$ cat src/rtl/io_port_bridge.sv
// Memory-mapped I/O port bridge: snooped stores go out over valid/ready, device words come back in.
// Optional IO_LOOPBACK_EN routes the TX output straight into the RX FIFO.
module io_port_bridge #(
  parameter logic [15:0] IO_ADDR  = 16'hFC00,
  parameter int          TX_DEPTH = 4,
  parameter int          RX_DEPTH = 4
) (
  input  logic        clk,
  input  logic        rst_n,
  input  logic [15:0] mem_addr,
  input  logic [15:0] mem_data,
  input  logic        mem_we,
  input  logic        io_rd_ack,
  output logic [15:0] processor_input,
  output logic        rx_empty,
  output logic        tx_full,
  output logic        tx_overflow,
  output logic [15:0] dev_tx_data,
  output logic        dev_tx_valid,
  input  logic        dev_tx_ready,
  input  logic [15:0] dev_rx_data,
  input  logic        dev_rx_valid,
  output logic        dev_rx_ready
);

  localparam int TAW = $clog2(TX_DEPTH);
  localparam int RAW = $clog2(RX_DEPTH);

  typedef enum logic {
    IDLE,
    SEND
  } tx_state_t;

  tx_state_t state;

  logic [15:0]  tx_mem [TX_DEPTH];
  logic [TAW-1:0] tx_wr;
  logic [TAW-1:0] tx_rd;
  logic [TAW:0]   tx_cnt;

  logic [15:0]  rx_mem [RX_DEPTH];
  logic [RAW-1:0] rx_wr;
  logic [RAW-1:0] rx_rd;
  logic [RAW:0]   rx_cnt;

  logic        tx_valid_q;
  logic [15:0] tx_data_q;
  logic        ovf_q;

  logic        rx_full;
  logic        tx_store;
  logic        tx_push;
  logic        tx_pop;
  logic        tx_ready_eff;
  logic        tx_accept;
  logic        rx_in_valid;
  logic [15:0] rx_in_data;
  logic        rx_push;
  logic        rx_pop;

  assign tx_full  = tx_cnt == (TAW+1)'(TX_DEPTH);
  assign rx_full  = rx_cnt == (RAW+1)'(RX_DEPTH);
  assign rx_empty = rx_cnt == '0;

  assign tx_store = mem_we && (mem_addr == IO_ADDR);
  assign tx_push  = tx_store && !tx_full;
  assign tx_pop   = (state == IDLE) && (tx_cnt != '0);

`ifdef IO_LOOPBACK_EN
  // Internal path: the RX FIFO plays the device
  logic unused_dev;
  assign unused_dev   = ^{dev_tx_ready, dev_rx_data, dev_rx_valid};
  assign tx_ready_eff = !rx_full;
  assign rx_in_valid  = tx_valid_q;
  assign rx_in_data   = tx_data_q;
  assign dev_tx_valid = 1'b0;
  assign dev_rx_ready = 1'b0;
`else
  assign tx_ready_eff = dev_tx_ready;
  assign rx_in_valid  = dev_rx_valid;
  assign rx_in_data   = dev_rx_data;
  assign dev_tx_valid = tx_valid_q;
  assign dev_rx_ready = !rx_full;
`endif

  assign tx_accept   = (state == SEND) && tx_ready_eff;
  assign rx_push     = rx_in_valid && !rx_full;
  assign rx_pop      = io_rd_ack && !rx_empty;
  assign dev_tx_data = tx_data_q;
  assign tx_overflow = ovf_q;

  assign processor_input = rx_empty ? 16'h0000 : rx_mem[rx_rd];

  always_ff @(posedge clk) begin
    if (tx_push) tx_mem[tx_wr] <= mem_data;
    if (rx_push) rx_mem[rx_wr] <= rx_in_data;
  end

  always_ff @(posedge clk or negedge rst_n) begin
    if (!rst_n) begin
      tx_wr  <= '0;
      tx_rd  <= '0;
      tx_cnt <= '0;
      ovf_q  <= 1'b0;
    end else begin
      if (tx_store && tx_full) ovf_q <= 1'b1;
      if (tx_push) tx_wr <= tx_wr + TAW'(1);
      if (tx_pop)  tx_rd <= tx_rd + TAW'(1);
      unique case ({tx_push, tx_pop})
        2'b10:   tx_cnt <= tx_cnt + (TAW+1)'(1);
        2'b01:   tx_cnt <= tx_cnt - (TAW+1)'(1);
        default: tx_cnt <= tx_cnt;
      endcase
    end
  end

  always_ff @(posedge clk or negedge rst_n) begin
    if (!rst_n) begin
      state      <= IDLE;
      tx_valid_q <= 1'b0;
      tx_data_q  <= '0;
    end else begin
      unique case (state)
        IDLE: begin
          if (tx_pop) begin
            tx_data_q  <= tx_mem[tx_rd];
            tx_valid_q <= 1'b1;
            state      <= SEND;
          end
        end
        SEND: begin
          if (tx_accept) begin
            tx_valid_q <= 1'b0;
            state      <= IDLE;
          end
        end
        default: state <= IDLE;
      endcase
    end
  end

  always_ff @(posedge clk or negedge rst_n) begin
    if (!rst_n) begin
      rx_wr  <= '0;
      rx_rd  <= '0;
      rx_cnt <= '0;
    end else begin
      if (rx_push) rx_wr <= rx_wr + RAW'(1);
      if (rx_pop)  rx_rd <= rx_rd + RAW'(1);
      unique case ({rx_push, rx_pop})
        2'b10:   rx_cnt <= rx_cnt + (RAW+1)'(1);
        2'b01:   rx_cnt <= rx_cnt - (RAW+1)'(1);
        default: rx_cnt <= rx_cnt;
      endcase
    end
  end

endmodule
$ cat config.mk
export PLATFORM = sky130hd
export DESIGN_NAME = io_port_bridge
export DESIGN_NICKNAME = d
export VERILOG_FILES = /design/src/rtl/io_port_bridge.sv
export SDC_FILE = /design/constraint.sdc
export NUM_CORES = 1
export LEC_CHECK = 0
export CAP_MARGIN = 15
export CORE_ASPECT_RATIO = 0.8
export CORE_MARGIN = 3
export CORE_UTILIZATION = 45
export CTS_CLUSTER_SIZE = 20
export DETAILED_ROUTE_END_ITERATION = 6
export GPL_TIMING_DRIVEN = 1
export PLACE_DENSITY = 0.68
export SLEW_MARGIN = 0
export SYNTH_ARGS = -nofsm -noshare
export SYNTH_HDL_FRONTEND = slang
export SYNTH_SLANG_ARGS = --single-unit
$ cat constraint.sdc
create_clock -name clk -period 2.9 [get_ports clk]
set_clock_uncertainty 0.15 [all_clocks]
set_input_delay 0.58 -clock clk [delete_from_list [all_inputs] [get_ports clk]]
set_output_delay 0.58 -clock clk [all_outputs]
set_load 0.01 [all_outputs]
==> qor.yml <==
outcome:
  status: "complete, no violations"
pwr:
  total_power_uw: 8230
  peakVddDrop_mv: 0.797
  powerDensity_nw_per_um2: 991
  p_leak_uw: 0.00310
floorplanning:
  dieArea_um2: 15400
  rows: 37
  core_area_um2: 13200
  fp.dieH_um: 112
  die_width_um: 138
  pin_count: 91
  start_util_pct: 47.5
synthesis:
  synth-compound-area-share_pct: 0.279
  synthArstFlopShare_pct: 20.5
  syn_area_per_cell_um2: 20.5
  muxShareOfSynthArea_pct: 15.1
  yosys_warnings: 0
  syn_area_um2: 6290
  synth_flop_cell: "edfxtp_1"
  yosysSeqAreaShare_pct: 74.3
  synth_fa_ha_area_share_pct: 2.63
  synth-seq-cells: 161
  synth_cell_types: 32
  yosys.area_share.simple_pct: 4.50
  synth-edff-count: 128
  syn_inst: 307
  synth_fp_nets: 373
  yosys.area_share.xor_xnor_pct: 1.67
  synth_top_family_by_area: "multiplexers"
cts:
  cts_tree: "built"
  htreeDepth: 4
  clk_latency_ns: 0.42
  cts.sinks: 161
  cts_inserted_buffers: 17
  cts.path.max_buffers: 2
  postCtsHoldBufs: 0
  path_clk_slew_ns: 0.06
  root_buffer: "clkbuf_16"
place:
  dp_cells: 577
  place_hpwl_um: 7250
  gp_congestion: 0.687
  io_buffer_count: 90
final_layout:
  final_util_pct: 62.7
  nets: 494
  final_cells: 616
  final_common_cell: "edfxtp_1"
  area_growth_syn_to_layout_pct: 32.1
  drive_above_1_share_pct: 25.9
  final_cell_mix: "edfxtp_1, clkdlybuf4s50_1, dfrtp_1"
  diodes: 0
worst_setup_path:
  cp-startpoint: "rx_rd[0]"
  required_ns: 2.17
  reg2regPathDepth: 10
  crit_type: "flop to output pin"
  path_max_fanout: 6
  start_kind: "flop"
  crit_arrival_ns: 2.11
  rr_startpoint: "rx_cnt[0]"
  crit_path_end_kind: "output pin"
global_routing:
  grt_pass1_wl_um: 18200
  grt-ovfl-total: 0
  grt_pass1_vias: 3435
  grt_max_degree: 34
  antenna_found_initial: 0
  grt_usage_pct: 15.5
timing:
  worst_pin_slew_ns: 0.879
  period_needed_ns: 2.84
  finalMaxSlewViolations: 0
  fmax_mhz: 352
  fin_crit_sh_pct: 98.0
  setup-violations-final: 0
  max-slew-margin-rel_pct: 41.4
  finalHoldViolCount: 0
run:
  maxCapViolCount: 0
route:
  postRouteAntennaNets: 0
  drtPass1Iterations: 4
  drt_iter0_markers: 173
  vias_per_cell: 5.09
  vias: 3135
  wire_per_inst_um: 18.1
  drcViolationCount: 0
  wl_um: 11100
min_path:
  hold_path_class: "input port to asynchronous set/reset pin"
final timing paths:
check	slack, ns	to
max	0.06	processor_input[2]
min	0.12	dev_tx_data[9]
max reg2reg	0.64	rx_cnt[2]
min reg2reg	0.31	tx_overflow
max in group asynchronous	1.95	rx_cnt[1]
min in group clk	0.31	tx_overflow
Yosys cell counts, types with 2 or more instances:
cell type | number | area, um2
and2_2 | 4 | 30.0
and3_1 | 4 | 25.0
buf_1 | 2 | 7.51
buf_2 | 4 | 20.0
buf_4 | 2 | 15.0
clkbuf_1 | 3 | 11.3
dfrtp_1 | 33 | 826
edfxtp_1 | 128 | 3840
fa_1 | 2 | 40.0
ha_1 | 10 | 125
inv_1 | 12 | 45.0
mux2_2 | 17 | 191
mux2i_1 | 2 | 20.0
mux4_2 | 32 | 721
nand2_1 | 3 | 11.3
nand3_1 | 2 | 10.0
nor2_1 | 4 | 15.0
nor2b_1 | 17 | 106
nor3_1 | 3 | 15.0
xnor2_1 | 6 | 52.6
xor2_1 | 6 | 52.6
where the power goes:
| part | leakage (uW) | internal (uW) | total, uW | switching (uW) |
|---|---|---|---|---|
| Clock | 0.000328 | 1640 | 2500 | 863 |
| Sequential | 0.00155 | 2920 | 3150 | 232 |
| Combinational | 0.00122 | 1500 | 2580 | 1070 |
| Total | 0.00310 | 6060 | 8230 | 2170 |
critical path, stage by stage (launching register included):
cell and delay, ns:
dfrtp_1 0.42, buf_6 0.16, mux4_2 0.50, nor2b_1 0.14, clkdlybuf4s50_1 0.48
routing by layer:
layer	vias to the layer above	GRT usage (%)	share of wire [%]
met5	-	0	0
met4	0	5.40	1.3
met3	13	5.07	4.6
met2	81	25.1	50
met1	1600	20.0	44
li1	1441	-	-
layout make-up:
class	instances	area [um2]
fillers	949	4940
flip-flops and latches	161	4670
multi-input cells	123	1530
clock buffers	19	443
inverters	12	45.0
well taps	175	219
clock inverters	13	233
repair buffers	113	1170
state kept, by name (all words and copies together) (netlist names):
register	flops
rx_rd	2
state	1
tx_overflow	1
tx_mem	64
rx_cnt	3
rx_mem	64
dev_tx_valid	1
tx_cnt	3
tx_rd	2
dev_tx_data	16
tx_wr	2
rx_wr	2
kinds of logic (layout without fill, tap and decap cells):
family | after synthesis | in the layout
compound gates | 3 | 3
flops | 161 | 161
buf+inv | 23 | 157
mux | 52 | 52
fa+ha+maj | 12 | 12
xor+xnor | 12 | 12
simple gates | 44 | 44
what timing repair did:
action,in CTS,in global routing
gates cloned,0,0
gates resized for setup,1,16
setup endpoints to repair,9,16
buffers inserted,0,7
metrics by stage:
stage	cell area [um2]	hold slack [ns]	worst slack (ns)	TNS, ns
floorplan	6290	0.134	0.309	0
global placement	7520	0.296	-0.0201	-0.0201
detailed placement	7520	0.297	-0.111	-0.179
CTS	8200	0.134	-0.0182	-0.0323
global route	8300	0.182	-0.00642	-0.0126
finish	8300	0.125	0.0585	0
(Power assumes the default switching activity.)
